### config.mk
export PLATFORM = sky130hd
export DESIGN_NAME = keypad_digit_display
export DESIGN_NICKNAME = d
export VERILOG_FILES = /design/src/rtl/keypad_pkg.sv /design/src/rtl/seg7_decoder.sv /design/src/rtl/keypad_digit_display.sv
export SDC_FILE = /design/constraint.sdc
export NUM_CORES = 1
export LEC_CHECK = 0
export CORE_AREA = 2 2 85 87
export CTS_BUF_LIST = sky130_fd_sc_hd__clkbuf_2 sky130_fd_sc_hd__clkbuf_4 sky130_fd_sc_hd__clkbuf_8
export CTS_CLUSTER_DIAMETER = 40
export DETAILED_ROUTE_END_ITERATION = 8
export DIE_AREA = 0 0 87 89
export PLACE_DENSITY = 0.6
export SLEW_MARGIN = 10
export SYNTH_ARGS = -nofsm -noshare
export SYNTH_HDL_FRONTEND = slang
export SYNTH_SLANG_ARGS = --single-unit
### constraint.sdc
create_clock -name clk -period 5.2 [get_ports clk]
set_input_delay 0.78 -clock clk [delete_from_list [all_inputs] [get_ports clk]]
set_output_delay 0.78 -clock clk [all_outputs]
set_load 0.03 [all_outputs]
### src/rtl/keypad_pkg.sv
// rtl/keypad_pkg.sv - shared key code, keymap and seven-segment definitions
package keypad_pkg;

  typedef logic [3:0] keycode_t;

  localparam logic [6:0] SEG_BLANK = 7'h7F;

  // History occupancy; the encoding doubles as the digit valid flags.
  typedef enum logic [1:0] {
    HIST_EMPTY = 2'b00,
    HIST_ONE   = 2'b01,
    HIST_TWO   = 2'b11
  } hist_state_t;

  typedef struct packed {
    logic     valid;
    keycode_t code;
  } key_t;

  function automatic logic onehot4(input logic [3:0] v);
    return (v != 4'b0000) && ((v & (v - 4'd1)) == 4'b0000);
  endfunction

  function automatic logic [1:0] onehot_idx(input logic [3:0] v);
    logic [1:0] idx;
    idx = 2'd0;
    case (v)
      4'b0010: idx = 2'd1;
      4'b0100: idx = 2'd2;
      4'b1000: idx = 2'd3;
      default: idx = 2'd0;
    endcase
    return idx;
  endfunction

  function automatic key_t keymap(input logic [3:0] rows, input logic [3:0] col);
    key_t k;
    k.valid = onehot4(rows) && onehot4(col);
    case ({onehot_idx(rows), onehot_idx(col)})
      4'b00_00: k.code = 4'h1;
      4'b00_01: k.code = 4'h2;
      4'b00_10: k.code = 4'h3;
      4'b00_11: k.code = 4'hA;
      4'b01_00: k.code = 4'h4;
      4'b01_01: k.code = 4'h5;
      4'b01_10: k.code = 4'h6;
      4'b01_11: k.code = 4'hB;
      4'b10_00: k.code = 4'h7;
      4'b10_01: k.code = 4'h8;
      4'b10_10: k.code = 4'h9;
      4'b10_11: k.code = 4'hC;
      4'b11_00: k.code = 4'hE;
      4'b11_01: k.code = 4'h0;
      4'b11_10: k.code = 4'hF;
      default:  k.code = 4'hD;
    endcase
    return k;
  endfunction

  // Segment order {g,f,e,d,c,b,a}, active-low for a common-anode display.
  function automatic logic [6:0] seg7(input keycode_t code);
    logic [6:0] s;
    case (code)
      4'h0:    s = 7'h40;
      4'h1:    s = 7'h79;
      4'h2:    s = 7'h24;
      4'h3:    s = 7'h30;
      4'h4:    s = 7'h19;
      4'h5:    s = 7'h12;
      4'h6:    s = 7'h02;
      4'h7:    s = 7'h78;
      4'h8:    s = 7'h00;
      4'h9:    s = 7'h18;
      4'hA:    s = 7'h08;
      4'hB:    s = 7'h03;
      4'hC:    s = 7'h46;
      4'hD:    s = 7'h21;
      4'hE:    s = 7'h06;
      default: s = 7'h0E;
    endcase
    return s;
  endfunction

endpackage

### src/rtl/seg7_decoder.sv
// rtl/seg7_decoder.sv - combinational hex to active-low seven-segment decoder
module seg7_decoder
  import keypad_pkg::*;
(
  input  keycode_t   code_i,
  output logic [6:0] seg_n_o
);

  always_comb begin
    seg_n_o = seg7(code_i);
  end

endmodule

### src/rtl/keypad_digit_display.sv
// rtl/keypad_digit_display.sv - keypad key capture into two-digit history, muxed 7-seg drive
module keypad_digit_display
  import keypad_pkg::*;
#(
  parameter int REFRESH_CNT = 24000
) (
  input  logic       clk,
  input  logic       reset,
  input  logic [3:0] rows,
  input  logic [3:0] col,
  input  logic       num_new,
  output logic [6:0] seg_n,
  output logic [1:0] an_n,
  output logic [3:0] digit_r,
  output logic [3:0] digit_l,
  output logic [1:0] digit_vld
);

  localparam int CNT_W = (REFRESH_CNT > 2) ? $clog2(REFRESH_CNT) : 1;
  localparam logic [CNT_W-1:0] CNT_LAST = CNT_W'(REFRESH_CNT - 1);

  logic             num_new_q;
  logic             strobe;
  logic             capture;
  key_t             key;
  hist_state_t      state_q;
  keycode_t         digit_r_q;
  keycode_t         digit_l_q;
  logic [CNT_W-1:0] cnt_q;
  logic [CNT_W-1:0] cnt_d;
  logic             sel_q;
  logic             sel_d;
  keycode_t         disp_code;
  logic             disp_vld;
  logic [6:0]       disp_seg_n;
  logic [6:0]       seg_n_q;
  logic [1:0]       an_n_q;

  always_comb begin
    key       = keymap(rows, col);
    strobe    = num_new & ~num_new_q;
    capture   = strobe & key.valid;
    cnt_d     = (cnt_q == CNT_LAST) ? '0 : cnt_q + CNT_W'(1);
    sel_d     = (cnt_q == CNT_LAST) ? ~sel_q : sel_q;
    disp_code = sel_q ? digit_l_q : digit_r_q;
    disp_vld  = sel_q ? state_q[1] : state_q[0];
  end

  seg7_decoder u_seg7 (
    .code_i  (disp_code),
    .seg_n_o (disp_seg_n)
  );

  // Output registers look at the current sel/history, so they trail both by one clock.
  always_ff @(posedge clk or negedge reset) begin
    if (!reset) begin
      num_new_q <= 1'b0;
      state_q   <= HIST_EMPTY;
      digit_r_q <= 4'h0;
      digit_l_q <= 4'h0;
      cnt_q     <= '0;
      sel_q     <= 1'b0;
      an_n_q    <= 2'b11;
      seg_n_q   <= SEG_BLANK;
    end else begin
      num_new_q <= num_new;
      cnt_q     <= cnt_d;
      sel_q     <= sel_d;
      if (capture) begin
        digit_l_q <= digit_r_q;
        digit_r_q <= key.code;
        case (state_q)
          HIST_EMPTY: state_q <= HIST_ONE;
          HIST_ONE:   state_q <= HIST_TWO;
          HIST_TWO:   state_q <= HIST_TWO;
          default:    state_q <= HIST_EMPTY;
        endcase
      end
      an_n_q  <= sel_q ? 2'b01 : 2'b10;
      seg_n_q <= disp_vld ? disp_seg_n : SEG_BLANK;
    end
  end

  assign seg_n     = seg_n_q;
  assign an_n      = an_n_q;
  assign digit_r   = digit_r_q;
  assign digit_l   = digit_l_q;
  assign digit_vld = state_q;

endmodule
; Word level (Yosys, flattened, before mapping)
; Memories as Yosys holds them, arrays and structs flattened. A register that Yosys moved wholly into a read port is not among the register bits.
; Cells that the tools add are included.
[word_totals]
rom_bits = 176
word_cells = 45
output_inout_bits = 19
in_bits = 11
ff_bits = 32
memories = 2
[op_classes]
addsub = 3
mux = 8
reduce_logical = 10
eq_ne = 9
bitwise = 6
[mem_list]
columns = name, words, word_bits, read_ports, rd_clocked_by_memory_dff, wr, line
row1 = (name not given), 16, 7, 1, 0, 0, keypad_pkg.sv:63  ; case (code)
row2 = (name not given), 16, 4, 1, 1, 0, keypad_pkg.sv:39  ; case ({onehot_idx(rows), onehot_idx(col)})
[ops]
columns = operator, count
row1 = 15-bit by 1-bit adder with 15-bit output (second input constant), 1
row2 = 15-bit equality test (second input constant), 1
row3 = 15-bit 2-to-1 mux, 1
row4 = 2-bit case mux with 3 select lines, 2
row5 = 4-bit bitwise AND, 2
row6 = 4-bit by 2-bit equality test with 1-bit output (second input constant), 2
row7 = 4-bit by 3-bit equality test with 1-bit output (second input constant), 2
row8 = 4-bit equality test (second input constant), 2
row9 = 4-bit logical NOT, 2
row10 = 4-bit nonzero test, 2
row11 = 4-bit by 1-bit subtractor with 4-bit output (second input constant), 2
row12 = 7-bit 2-to-1 mux, 1
row13 = 4-bit 2-to-1 mux, 1
row14 = 2-bit case mux with 2 select lines, 1
row15 = 1-bit logical AND, 3
row16 = 1-bit bitwise AND, 2
row17 = 2-bit by 1-bit equality test with 1-bit output (second input constant), 1
row18 = 2-bit equality test (second input constant), 1
row19 = 2-bit logical NOT, 1
row20 = 2-bit 2-to-1 mux, 1
row21 = 1-bit inverter, 2
row22 = 2-bit OR reduction, 1
row23 = 1-bit logical NOT, 1
row24 = 1-bit 2-to-1 mux, 1

; Depth between registers and ports, before layout
[depth]
word_depth = 6
mapped_depth = 8
mapped_depth_nobuf = 7

; Cells and area by module
; Synthesis repeated with hierarchy kept, for this count alone.
[hier_totals]
cells_unflattened = 184
hier_area_um2 = 1999.4
[modules_own_cells]
columns = module, cells_per_inst, area_each_um2, seq_area_each_um2, n_inst
row1 = keypad_digit_display, 150, 1744.2, 912.1, 1
row2 = seg7_decoder, 34, 255.2, 0.0, 1

; Worst setup path before layout
; OpenSTA, ideal clock, no wires.
[synth_timing]
path_type = input-to-reg
start = in col[3]
end = reg digit_r_q[1], in the netlist digit_r[1]
stages = 7
arrival_time_ps = 2120
required_ps = 5135
n_path_buf = 0
setup_slack_ps = 3015
setup_time_ps = 65
path_cell_list = xnor2_1 -> nor3_1 -> inv_1 -> ha_1 -> mux2_1 -> mux2i_1 -> mux2_4
[synth_between]
elab_chain_len = 6
word_cells_on_any_way = 11
classes_between = 1 x add/sub / 3 x eq/ne / 1 x mux / 2 x bitwise / 4 x reduce/logical
[synth_rtl]
columns = element, line
row1 = from (decl), keypad_digit_display.sv:10  ; input logic [3:0] col,
row2 = 4-bit by 1-bit subtractor with 4-bit output, keypad_pkg.sv:21  ; return (v != 4'b0000) && ((v & (v - 4'd1)) == 4'b0000);
row3 = 4-bit bitwise AND, keypad_pkg.sv:21
row4 = 4-bit logical NOT, keypad_pkg.sv:21
row5 = 1-bit logical AND, keypad_pkg.sv:21
row6 = 1-bit logical AND, keypad_pkg.sv:38  ; k.valid = onehot4(rows) && onehot4(col);
row7 = 1-bit bitwise AND, keypad_digit_display.sv:42  ; capture = strobe & key.valid;
row8 = to (decl), keypad_digit_display.sv:27  ; keycode_t digit_r_q;
; Parallel ways exist; a longest one is shown, timed or not.
; A chain may end at the register's enable or synchronous reset.

; Worst setup path in the final report
[layout_timing]
start = in col[3]
end = reg digit_r_q[3], in the netlist digit_r[3]
; The elaborated chain is that of the path after synthesis.

==> metrics.txt <==
# TYPE chip_impl_metric gauge
chip_impl_info{name="outcome",value="complete, no violations"} 1
chip_impl_info{name="synth.top_cells.by_area",value="dfrtp_1 34%, dfstp_2 12%, ha_1 6.9%"} 1
chip_impl_metric{name="post_synth.cell_area_avg",unit="um^2"} 11.1
chip_impl_metric{name="yosysWarningCount",unit=""} 0
chip_impl_info{name="hold_path.class",value="flop to flop"} 1
chip_impl_metric{name="cts.sink_count",unit=""} 36
chip_impl_metric{name="detail_route.wirelength",unit="mm"} 3.46
chip_impl_metric{name="area_of_the_placeable_core",unit="um^2"} 6720
chip_impl_info{name="path_cells",value="clkdlybuf4s50_1 > xnor2_1 > nor3_1 > inv_1 > ha_1 > mux2_1 > o21ai_1 > mux2_4"} 1
chip_impl_metric{name="crit_arrival",unit="ns"} 2.82
chip_impl_info{name="synthDominantAreaCellType",value="dfrtp_1"} 1
chip_impl_info{name="startpoint_kind_of_the_worst_setup_timing_path",value="input pin"} 1
chip_impl_metric{name="numCtsBuffers",unit=""} 5
chip_impl_metric{name="synth_edf_count",unit=""} 0
chip_impl_metric{name="final-seq-area",unit="um^2"} 912
chip_impl_metric{name="hold_viol_final",unit=""} 0
chip_impl_metric{name="total_half_perimeter_wirelength_after_legalization_and_detailed_placement",unit="mm"} 2.59
chip_impl_metric{name="yosysSeqAreaShare",unit="%"} 45.5
chip_impl_info{name="grt_most_used_layer",value="met2"} 1
chip_impl_metric{name="final_area",unit="um^2"} 2470
chip_impl_metric{name="resized_after_cts",unit=""} 0
chip_impl_metric{name="initial_antenna_violation_count",unit=""} 0
chip_impl_metric{name="clock_network_fraction_of_total_power",unit="%"} 24.1
chip_impl_metric{name="floorplan.die.width",unit="um"} 87
chip_impl_metric{name="max_cap_viol_count",unit=""} 0
chip_impl_metric{name="fin_worst_hold_slack",unit="ns"} 0.493
chip_impl_info{name="post-synth-top-count-cell",value="dfrtp_1"} 1
chip_impl_info{name="cts_tree",value="yes"} 1
chip_impl_metric{name="number_of_global_route_vias_before_repair",unit=""} 1310
chip_impl_metric{name="final_max_slew_viol_count",unit=""} 0
chip_impl_metric{name="groute.usage.overall",unit="%"} 9.90
chip_impl_metric{name="drtAntennaViolNets",unit=""} 0
chip_impl_info{name="worst_path_max_delay_cell",value="clkdlybuf4s50_1"} 1
chip_impl_metric{name="globalRouteMet1Util",unit="%"} 13.0
chip_impl_metric{name="power_per_cell_area",unit="nW/um^2"} 399
chip_impl_metric{name="worstSkewPairLatency",unit="ns"} 0.28
chip_impl_metric{name="post-route-util",unit="%"} 36.8
chip_impl_metric{name="power.combinational.fraction",unit="%"} 37.9
chip_impl_metric{name="drt_drc_violations_left",unit=""} 0
chip_impl_metric{name="antenna_cells",unit=""} 0
chip_impl_metric{name="placed_cells",unit=""} 285
chip_impl_metric{name="vias",unit=""} 1360
chip_impl_metric{name="instance_count_of_the_mapped_netlist",unit=""} 180
chip_impl_metric{name="fmax",unit="MHz"} 385
chip_impl_metric{name="timing.clock.skew",unit="ns"} 0.0112
chip_impl_metric{name="postPlaceCellArea",unit="um^2"} 2360
chip_impl_metric{name="synthesis.area",unit="um^2"} 2000
chip_impl_metric{name="cpPeakStageDelay",unit="ns"} 0.48
chip_impl_metric{name="power.switching",unit="uW"} 332
chip_impl_info{name="clk_root_buffer_cell",value="clkbuf_8"} 1
chip_impl_metric{name="yosys.area.top_type_share",unit="%"} 33.7
chip_impl_metric{name="slew_headroom",unit="%"} 50.3
chip_impl_metric{name="worst_setup_hold_path_clk_slew",unit="ns"} 0.07
chip_impl_info{name="synth_ff_type",value="dfrtp_1"} 1
chip_impl_metric{name="finalCriticalPeriod",unit="ns"} 2.60
chip_impl_metric{name="p_sw_share",unit="%"} 33.6
chip_impl_metric{name="yosys_register_bits",unit=""} 36
chip_impl_metric{name="path_max_fanout",unit=""} 5
chip_impl_metric{name="floorplan.initialDensity",unit="%"} 29.8
chip_impl_metric{name="drive_gt1_share",unit="%"} 15.0
chip_impl_info{name="synthTopCellsByCount",value="27 x dfrtp_1, 15 x nor2_1, 13 x nand2_1, 11 x ha_1, 10 x xnor2_1"} 1
chip_impl_metric{name="number_of_levels_in_the_clock_h_tree",unit=""} 2
chip_impl_metric{name="tightest_slew",unit="ns"} 0.743
chip_impl_metric{name="yosys.cell_types.count",unit=""} 38
chip_impl_metric{name="gp_weighted_congestion",unit=""} 0.761
chip_impl_metric{name="deepest_clock_path_buffer_count",unit=""} 2
chip_impl_metric{name="num-nets-final",unit=""} 234
chip_impl_metric{name="mappedNetlistNets",unit=""} 202
chip_impl_metric{name="multi_input_comb_area",unit="um^2"} 1020
chip_impl_metric{name="asyncSetResetFlopFracSynth",unit="%"} 100
chip_impl_metric{name="leakage",unit="uW"} 0.00110
chip_impl_metric{name="grt_start_max_net_pins",unit=""} 37
chip_impl_info{name="rsz0062_at_grt",value="false"} 1
chip_impl_metric{name="power.share.sequential",unit="%"} 38.0
chip_impl_metric{name="ios",unit=""} 30
chip_impl_metric{name="global_route_wire_length_before_repair",unit="mm"} 6.03
chip_impl_metric{name="layout.cells.non_filler",unit=""} 293
chip_impl_metric{name="cellInternalPower",unit="uW"} 657
chip_impl_metric{name="report.final.setup_viol",unit=""} 0
chip_impl_metric{name="fin_tns_setup",unit="ns"} 0
chip_impl_metric{name="post_drt_via_cell_ratio",unit=""} 4.64
chip_impl_metric{name="met3_usage",unit="%"} 2.12
chip_impl_metric{name="number_of_iterations_in_the_first_detailed_routing_pass",unit=""} 4
chip_impl_metric{name="initialDrtViolationCount",unit=""} 60
chip_impl_metric{name="worst_ep_required_time",unit="ns"} 5.42
chip_impl_metric{name="cts-hold-fix-buffers",unit=""} 0
chip_impl_metric{name="die_height",unit="um"} 89
chip_impl_metric{name="groute.layer.met2.usage",unit="%"} 15.7
chip_impl_info{name="crit_path_end_kind",value="flop"} 1
chip_impl_metric{name="drt-wirelength-per-cell",unit="um"} 11.8
chip_impl_info{name="timing_worst_setup_path_type",value="input pin to flop"} 1
chip_impl_metric{name="cts.repair_timing.setup_buffer_count",unit=""} 0
chip_impl_metric{name="floorplan.rows",unit=""} 30
chip_impl_metric{name="synthToLayoutAreaGrowth",unit="%"} 23.5
chip_impl_metric{name="gr-total-overflow",unit=""} 0
chip_impl_metric{name="nFillCells",unit=""} 656
chip_impl_metric{name="timing.final.crit_share",unit="%"} 50.0
chip_impl_metric{name="die_area",unit="um^2"} 7740
chip_impl_metric{name="vdd_drop_max",unit="uV"} 120
chip_impl_metric{name="placement.io_buffers",unit=""} 29
==> per-stage QoR <==
| stage | worst slack [ns] | power, uW |
|---|---|---|
| 6_report | 2.60 | 988 |
| 3_5_place_dp | 2.28 | 758 |
| 2_1_floorplan | 3.01 | 618 |
| 3_3_place_gp | 2.39 | 754 |
| 5_1_grt | 2.38 | 1050 |
| 4_1_cts | 2.58 | 1000 |
==> power by group through the flow <==
stage / Clock (uW) / Combinational (uW) / Sequential [uW]
after global placement: 0 / 373 / 381
after detailed placement: 0 / 377 / 381
final: 238 / 375 / 376
after floorplan: 0 / 143 / 474
after CTS: 249 / 378 / 376
after global routing: 263 / 408 / 381
==> critical path, delay by kind of cell <==
kind	cells	cell delay [ns]
simple gates	1	0.42
xor+xnor	1	0.15
compound gates	1	0.14
mux	2	0.45
buf+inv	2	0.65
fa+ha+maj	1	0.22
==> area by class of cell <==
class	count	share of cell area, %
multi-input cells	131	41.4
flip-flops and latches	36	36.9
clock inverters	2	1.42
repair buffers	30	12.0
inverters	8	1.21
clock buffers	6	3.08
well taps	80	4.04
==> layer usage <==
layer / part of all wire, % / vias up
li1: - / 691
met1: 50 / 639
met2: 45 / 25
met3: 3.7 / 5
met4: 1.6 / 0
met5: 0 / -
==> registers in the layout (all words and copies together), names as in the netlist <==
signal,count
seg_n,7
sel_q,1
digit_l,4
digit_r,4
digit_vld,2
num_new_q,1
cnt_q,15
an_n,2
==> cells in the final DEF, fill, tap and decap left out, drive strengths merged, types with 2 or more instances in the layout <==
cell,Yosys,layout
nand3,9,9
mux2i,9,9
inv,8,8
o311ai,2,2
and3,2,2
ha,11,11
dfrtp,27,27
clkbuf,0,6
xor2,6,6
o21ai,8,8
xnor2,10,10
mux2,14,14
nand4,2,2
nor2,15,15
a21oi,4,4
nand4b,2,2
nor2b,2,2
dfstp,9,9
o221ai,4,4
nor3,5,5
clkdlybuf4s50,0,29
nand2,13,13
or3,3,3
==> final timing paths <==
path,startpoint,end,slack (ns),cells past startpoint
max in group asynchronous,reset,seg_n[5],3.93,2
min,cnt_q[4],cnt_q[4],0.49,1
min in group asynchronous,reset,cnt_q[9],0.92,2
max,col[3],digit_r[3],2.60,8
max reg2reg,cnt_q[6],cnt_q[11],3.20,5
min reg2reg,cnt_q[4],cnt_q[4],0.49,1
==> cell families (layout without fill, tap and decap cells) <==
kind of cell,after synthesis,after routing,synth area share [%]
AND/OR/NAND/NOR,59,59,16.2
flip-flops,36,36,45.5
multiplexers,23,23,13.9
AO/OA/AOI/OAI,22,22,7.12
XOR/XNOR,16,16,7.00
buffers and inverters,13,46,3.37
adder cells (fa/ha/maj),11,11,6.87
No activity file was read; power rests on OpenSTA's default activity.
